===== src/rtl/spi_pkg.sv =====
// Shared types and helpers for the SPI front-end blocks.
package spi_pkg;

    typedef enum logic [1:0] {
        MODE0 = 2'b00,
        MODE1 = 2'b01,
        MODE2 = 2'b10,
        MODE3 = 2'b11
    } spi_mode_e;

    typedef enum logic {
        IDLE,
        ACTIVE
    } spi_state_e;

    // mode is {CPOL, CPHA}: data is sampled on the rising sck edge when they match.
    function automatic logic sample_on_rising(input logic [1:0] mode);
        return mode[1] == mode[0];
    endfunction

endpackage


===== src/rtl/spi_sync_edge.sv =====
// Multi-flop synchroniser for one asynchronous pin, with a history flop for edge strobes.
module spi_sync_edge #(
    parameter int unsigned SyncStages = 2,
    parameter logic        ResetVal   = 1'b0
) (
    input  logic clk,
    input  logic rst_n,
    input  logic din,
    output logic level,
    output logic rise,
    output logic fall
);

    logic [SyncStages-1:0] sync_q;
    logic                  hist_q;

    always_ff @(posedge clk or negedge rst_n) begin
        if (!rst_n) begin
            sync_q <= {SyncStages{ResetVal}};
            hist_q <= ResetVal;
        end else begin
            sync_q <= {sync_q[SyncStages-2:0], din};
            hist_q <= sync_q[SyncStages-1];
        end
    end

    assign level = sync_q[SyncStages-1];
    assign rise  = level & ~hist_q;
    assign fall  = ~level & hist_q;

endmodule


===== src/rtl/spi_secondary_mode.sv =====
// SPI secondary front end: modes 0-3, MSB/LSB-first, multi-word frames, word-strobe interface.
module spi_secondary_mode
    import spi_pkg::*;
#(
    parameter int unsigned WordBits   = 8,
    parameter int unsigned SyncStages = 2
) (
    input  logic                clk,
    input  logic                rst_n,
    input  logic                sck,
    input  logic                cs_n,
    input  logic                in_bit,
    output logic                out_bit,
    output logic                out_en,
    input  logic [1:0]          mode,
    input  logic                msb_first,
    input  logic [WordBits-1:0] tx_data,
    output logic                tx_load,
    output logic [WordBits-1:0] rx_data,
    output logic                rx_valid,
    output logic                rx_abort,
    output logic                busy
);

    localparam int unsigned     CntW    = $clog2(WordBits + 1);
    localparam logic [CntW-1:0] CntFull = CntW'(WordBits);

    logic sck_level, sck_rise, sck_fall;
    logic cs_level, cs_rise, cs_fall;
    logic in_level, in_rise, in_fall;

    spi_sync_edge #(.SyncStages(SyncStages), .ResetVal(1'b0)) u_sync_sck (
        .clk   (clk),
        .rst_n (rst_n),
        .din   (sck),
        .level (sck_level),
        .rise  (sck_rise),
        .fall  (sck_fall)
    );

    spi_sync_edge #(.SyncStages(SyncStages), .ResetVal(1'b1)) u_sync_cs (
        .clk   (clk),
        .rst_n (rst_n),
        .din   (cs_n),
        .level (cs_level),
        .rise  (cs_rise),
        .fall  (cs_fall)
    );

    spi_sync_edge #(.SyncStages(SyncStages), .ResetVal(1'b0)) u_sync_in (
        .clk   (clk),
        .rst_n (rst_n),
        .din   (in_bit),
        .level (in_level),
        .rise  (in_rise),
        .fall  (in_fall)
    );

    logic unused_sync;
    assign unused_sync = ^{sck_level, cs_level, in_rise, in_fall};

    spi_state_e          state_q;
    spi_mode_e           mode_q;
    logic                msb_q;
    logic [CntW-1:0]     cnt_q;
    logic [WordBits-1:0] tx_sh_q;
    logic [WordBits-1:0] rx_sh_q;

    logic samp_rising, sample_edge, shift_edge;

    assign samp_rising = sample_on_rising(mode_q);
    assign sample_edge = samp_rising ? sck_rise : sck_fall;
    assign shift_edge  = samp_rising ? sck_fall : sck_rise;

    assign busy   = (state_q == ACTIVE);
    assign out_en = (state_q == ACTIVE);

    always_ff @(posedge clk or negedge rst_n) begin
        if (!rst_n) begin
            state_q  <= IDLE;
            mode_q   <= MODE0;
            msb_q    <= 1'b1;
            cnt_q    <= '0;
            tx_sh_q  <= '0;
            rx_sh_q  <= '0;
            out_bit  <= 1'b0;
            tx_load  <= 1'b0;
            rx_data  <= '0;
            rx_valid <= 1'b0;
            rx_abort <= 1'b0;
        end else begin
            tx_load  <= 1'b0;
            rx_valid <= 1'b0;
            rx_abort <= 1'b0;
            unique case (state_q)
                IDLE: begin
                    if (cs_fall) begin
                        state_q <= ACTIVE;
                        mode_q  <= spi_mode_e'(mode);
                        msb_q   <= msb_first;
                        cnt_q   <= '0;
                        tx_load <= 1'b1;
                        // CPHA=0 has no leading shift edge, so the first bit goes out now.
                        if (!mode[0]) begin
                            out_bit <= msb_first ? tx_data[WordBits-1] : tx_data[0];
                            tx_sh_q <= msb_first ? (tx_data << 1) : (tx_data >> 1);
                        end else begin
                            tx_sh_q <= tx_data;
                        end
                    end
                end
                ACTIVE: begin
                    if (cnt_q == CntFull) begin
                        // Completion beats a simultaneous cs_n rise.
                        rx_data  <= rx_sh_q;
                        rx_valid <= 1'b1;
                        tx_load  <= 1'b1;
                        tx_sh_q  <= tx_data;
                        cnt_q    <= '0;
                        if (cs_rise) begin
                            state_q <= IDLE;
                        end
                    end else if (cs_rise) begin
                        state_q  <= IDLE;
                        rx_abort <= (cnt_q != '0);
                        cnt_q    <= '0;
                    end else begin
                        if (sample_edge) begin
                            rx_sh_q <= msb_q ? {rx_sh_q[WordBits-2:0], in_level}
                                             : {in_level, rx_sh_q[WordBits-1:1]};
                            cnt_q   <= cnt_q + CntW'(1);
                        end
                        if (shift_edge) begin
                            out_bit <= msb_q ? tx_sh_q[WordBits-1] : tx_sh_q[0];
                            tx_sh_q <= msb_q ? (tx_sh_q << 1) : (tx_sh_q >> 1);
                        end
                    end
                end
            endcase
        end
    end

endmodule


===== config.mk =====
export PLATFORM = sky130hd
export DESIGN_NAME = spi_secondary_mode
export DESIGN_NICKNAME = d
export VERILOG_FILES = /design/src/rtl/spi_pkg.sv /design/src/rtl/spi_sync_edge.sv /design/src/rtl/spi_secondary_mode.sv
export SDC_FILE = /design/constraint.sdc
export NUM_CORES = 1
export LEC_CHECK = 0
export CORE_ASPECT_RATIO = 1.75
export CORE_MARGIN = 1.5
export CORE_UTILIZATION = 59
export DETAILED_ROUTE_END_ITERATION = 7
export PLACE_DENSITY = 0.87
export SKIP_LAST_GASP = 1
export SYNTH_ARGS = -nofsm -noshare
export SYNTH_HDL_FRONTEND = slang
export SYNTH_HIERARCHICAL = 1
export SYNTH_SLANG_ARGS = --single-unit

===== constraint.sdc =====
create_clock -name clk -period 3 [get_ports clk]
set_input_delay 0.6 -clock clk [delete_from_list [all_inputs] [get_ports clk]]
set_output_delay 0.6 -clock clk [all_outputs]
set_load 0.005 [all_outputs]

==> out/summary.txt <==
Status -> finished, final reports clean
Synthesized net count -> 211
CTS Buffer Depth -> 2
Post-CTS setup buffers -> 0
PortBufs -> 29
Non-filler cells, final -> 264
NumNets Final -> 236
Vias in the first global route -> 1683
Clk root buf -> clkbuf_8
Via density -> 5.932
GPL Wtd Cong -> 0.7394
Core box area -> 3628 um^2
Placed cells -> 257
Pleak -> 0.001174 uW
Max Clock Skew -> 5.123 ps
CP Cell Sequence -> clkdlybuf4s50_1
CTS Sinks -> 44
Antenna cells -> 0
Slew Limit Fails -> 0
Hold Vio Cnt, Final -> 0
H-Tree Depth -> 2
Residual DRC -> 0
CTS Buf Count -> 5
Final worst slack -> 639.2 ps
RSZ-0062 raised after global routing -> no
CTS tree -> built
Slew @ Worst Pin -> 938.8 ps
Via count -> 1566
Period Utilization, post-route -> 78.69%
Max FO, Critical Path -> 23
Die footprint -> 4191 um^2
Tot Pwr -> 1786 uW
Slowest CP cell -> dfrtp_1
Syn_area_per_cell -> 11.61 um^2
IO Pins -> 30
Worst path top cell family by delay -> flip-flops
WP data arrival -> 1760 ps
Crit end category -> output port
Critical Path RT -> 2400 ps
Initial antenna violation count -> 0
MaxCap Viol Count -> 0
Congestion Overflow GR -> 0
Die W -> 49.59 um
Fin crit period -> 2361 ps
VDD IR max -> 0.5151 mV
Largest net degree at the start of global routing -> 45
Post-Syn Instances -> 193
Normalized max-slew margin -> 37.41%
1st-pass router iterations -> 4
Antenna viol nets, final -> 0
Pwr/cell area -> 677.6 nW/um^2
DP Worst Slack -> 581.3 ps
Fmax -> 423.6 MHz
Synth warn -> 6
Crit Path Class -> flip-flop to output port
Initial Util -> 61.76%
Site row count -> 29
Buffers & Inverters on Critical Path -> 1
Clock Latency Late Sink -> 290 ps
Slowest Stage Delay on Critical Path -> 830 ps
Synth-to-Final Area Change -> 17.59%
Layout cell share with drive strength beyond 1 -> 25.23%
Final setup TNS -> 0 ps
Detailed placement HPWL -> 3277 um
Crit start category -> flip-flop
Post_cts resized -> 0
Final setup violation count -> 0
Hold_buf cts -> 0
All-Layer GR Usage -> 23.88%
Mapped Area -> 2241 um^2
Clk slew on worst S/H paths -> 80 ps
Hold Crit Class -> flip-flop to flip-flop
Die height -> 84.53 um
Iter 0 DRT Violations -> 37
First-pass GRT wire length -> 7700 um
Final WL -> 4574 um
DR WL/cell -> 17.33 um
registers in the layout, indices dropped and copies added (netlist names):
register	count
u_sync_sck/sync_q	2
u_sync_in/sync_q	2
out_bit	1
msb_q	1
u_sync_cs/hist_q	1
u_sync_sck/hist_q	1
busy	1
rx_sh_q	8
tx_load	1
cnt_q	4
rx_data	8
rx_abort	1
tx_sh_q	8
mode_q	2
rx_valid	1
u_sync_cs/sync_q	2
layout make-up:
class | instances | area [um^2]
clock buffer | 7 | 96.34
fill | 267 | 993.5
inverter | 8 | 30.03
multi-input combinational | 129 | 1052
sequential | 44 | 1106
tap | 46 | 57.56
timing repair buffer | 30 | 292.8
cells in the final DEF, fill, tap and decap left out, types with 2 or more instances in the layout:
master and count:
nand2_1 13, clkdlybuf4s50_1 28, a31oi_1 2, ha_1 2
o21ai_0 22, nor2b_1 3, nand2b_1 3, o22ai_1 2
a21oi_1 3, inv_1 8, and3b_1 2, and2b_2 2
a211oi_1 2, nand3_1 4, dfstp_2 4, clkbuf_8 7
mux2_2 38, nor2_1 3, mux2i_1 18, dfrtp_1 40
path summary, 6_finish.rpt:
check / start / endpoint / slack (ps) / depth (start not counted)
setup / recovery: busy$_DFF_PN0_ / busy / 640 / 1
hold / removal: u_sync_in/sync_q[0]$_DFF_PN0_ / u_sync_in/sync_q[1]$_DFF_PN0_ / 350 / 0
setup reg to reg: busy$_DFF_PN0_ / tx_sh_q[7]$_DFFE_PN0P_ / 750 / 3
hold reg to reg: u_sync_in/sync_q[0]$_DFF_PN0_ / u_sync_in/sync_q[1]$_DFF_PN0_ / 350 / 0
max in group asynchronous: rst_n / rx_data[0]$_DFFE_PN0P_ / 1970 / 1
min in group asynchronous: rst_n / rx_abort$_DFF_PN0_ / 440 / 1
through the flow:
step	hold WS (ps)	utilization (%)	area [um^2]
3_3_place_gp	333.3	69.97	2539
5_1_grt	356.7	72.62	2635
3_5_place_dp	337.1	69.97	2539
2_1_floorplan	304.4	-	2241
4_1_cts	354.5	72.62	2635
6_report	351.7	72.62	2635
layer usage:
layer / vias up / part of all wire (%) / global-route usage, %
met3: 11 / 2.6 / 3.203
met4: 0 / 2.6 / 11.62
li1: 731 / - / -
met1: 785 / 40 / 26.45
met2: 39 / 55 / 43.52
met5: - / 0 / 0
report_power, final:
part	total, uW	switching (uW)	internal, uW	leakage (uW)
clock network	391	186	205	0.0000503
logic	516	201	315	0.000563
registers	879	152	727	0.000562
total	1790	539	1250	0.00117
Note: power is estimated with default switching activity, not from simulation.
==> RTL edit, RTL diff (same flow settings) <==
`ResetVal` is set to 1'b0 in 3 places; all go to 1'b1.
--- a/src/rtl/spi_sync_edge.sv
+++ b/src/rtl/spi_sync_edge.sv
@@ -2,5 +2,5 @@
 module spi_sync_edge #(
     parameter int unsigned SyncStages = 2,
-    parameter logic        ResetVal   = 1'b0
+    parameter logic        ResetVal   = 1'b1
 ) (
     input  logic clk,
--- a/src/rtl/spi_secondary_mode.sv
+++ b/src/rtl/spi_secondary_mode.sv
@@ -30,5 +30,5 @@
     logic in_level, in_rise, in_fall;
 
-    spi_sync_edge #(.SyncStages(SyncStages), .ResetVal(1'b0)) u_sync_sck (
+    spi_sync_edge #(.SyncStages(SyncStages), .ResetVal(1'b1)) u_sync_sck (
         .clk   (clk),
         .rst_n (rst_n),
@@ -48,5 +48,5 @@
     );
 
-    spi_sync_edge #(.SyncStages(SyncStages), .ResetVal(1'b0)) u_sync_in (
+    spi_sync_edge #(.SyncStages(SyncStages), .ResetVal(1'b1)) u_sync_in (
         .clk   (clk),
         .rst_n (rst_n),
Check against the original RTL: no difference found for any inputs over 10 cycles, from zero or initial values and one cycle with rst_n low; that may be too few to reach the edited logic, so the function may still have changed.
==> RTL edit against the unedited design <==
Count of clock-buffer cells in the layout unchanged; area after synthesis rose by 0.28%; setup slack about the same; worst hold slack improved by 6.9 ps; power increased by 5.9%; sequential cell count is the same; critical path type unchanged; synthesized cell count unchanged; final area is 1.4% higher; final cell count increased by 0.38%; routed wire length grew 0.92%; first-iteration DRC count rose by 30%.
==> RTL edit: results (changes against the unedited design) <==
via count 1,565 (-0.064%); largest delay contributor family on the critical path flip-flops; Peak supply drop 0.000540 V (+4.9%); Crit Path Max Fanout 23 (unchanged); ANT cells 0 (unchanged); global-route wire length before repair 7730 um (+0.36%); Post-Syn Nets 211 (unchanged); Post CTS Setup Buffer Count 0 (unchanged); vias in the first global route 1,696 (+0.77%); Ys Warns 6 (unchanged); largest registers rx_data: 8 flops, rx_sh_q: 8 flops, tx_sh_q: 8 flops; Nets 236 (unchanged); Rel. slew slack 36.5% (-0.95 points); Initial DRC Count 48 (+30%); Total GRT Usage 24.1% (+0.27 points); placer congestion estimate 0.764 (+3.4%); critical path's slowest cell dfrtp_1; WL per Instance 17.4 um (+0.54%); outcome finished clean; clk_skew 5.15 ps (+0.0227 ps); First-pass DRT Iterations 5 (+1); share of cells above drive strength 1 27.9% (+2.6 points); initial antenna violation count 0 (unchanged); Clock Path Buffers 2 (unchanged); HPWL after DPL 3310 um (+0.98%); Worst EP arrival 1760 ps (about the same); leakage power 1.18 nW (+0.72%); Max H-tree Level 2 (unchanged); PortBufs 29 (unchanged); crit-path max cell delay 830 ps (about the same); Post-DRT Antenna Nets 0 (unchanged)
-- RTL edit: cell type report --
type / count / area (sq um)
Inverter: 8 / 30.0
Fill cell: 258 / 957
Tap cell: 46 / 57.6
Multi-Input combinational cell: 129 / 1050
Clock inverter: 1 / 30.0
Timing Repair Buffer: 30 / 293
Clock buffer: 7 / 96.3
Sequential cell: 44 / 1110
-- RTL edit: path summary, 6_finish.rpt --
kind	startpoint	cells past startpoint	slack [ps]	endpoint
setup / recovery	busy	1	640	out_en
min in group asynchronous	rst_n	1	450	rx_data[4]
hold reg to reg	u_sync_sck/sync_q[0]	0	360	u_sync_sck/sync_q[1]
max in group asynchronous	rst_n	1	1970	cnt_q[3]
hold / removal	u_sync_sck/sync_q[0]	0	360	u_sync_sck/sync_q[1]
setup reg to reg	busy	3	750	tx_sh_q[6]
-- RTL edit: power breakdown --
part	internal, mW	total (mW)	switching (mW)	leakage (nW)
combinational	0.315	0.519	0.204	0.563
clock	0.294	0.490	0.196	0.0645
sequential	0.730	0.881	0.152	0.556
total	1.34	1.89	0.552	1.18
-- RTL edit: through the flow --
stage | std cells | util (%) | setup WS (ps) | cell area, sq um
2_1_floorplan | 193 | - | 1130 | 2250
3_3_place_gp | 257 | 70.1 | 674 | 2540
3_5_place_dp | 257 | 70.1 | 586 | 2540
4_1_cts | 265 | 73.6 | 642 | 2670
5_1_grt | 265 | 73.6 | 568 | 2670
6_report | 265 | 73.6 | 640 | 2670
-- RTL edit: routing by layer --
| layer | vias up | GRT usage (%) | share of wire (%) |
|---|---|---|---|
| met5 | - | 0 | 0 |
| met4 | 0 | 9.85 | 2.0 |
| li1 | 738 | - | - |
| met1 | 785 | 26.1 | 39 |
| met2 | 35 | 44.6 | 57 |
| met3 | 7 | 4.63 | 2.6 |
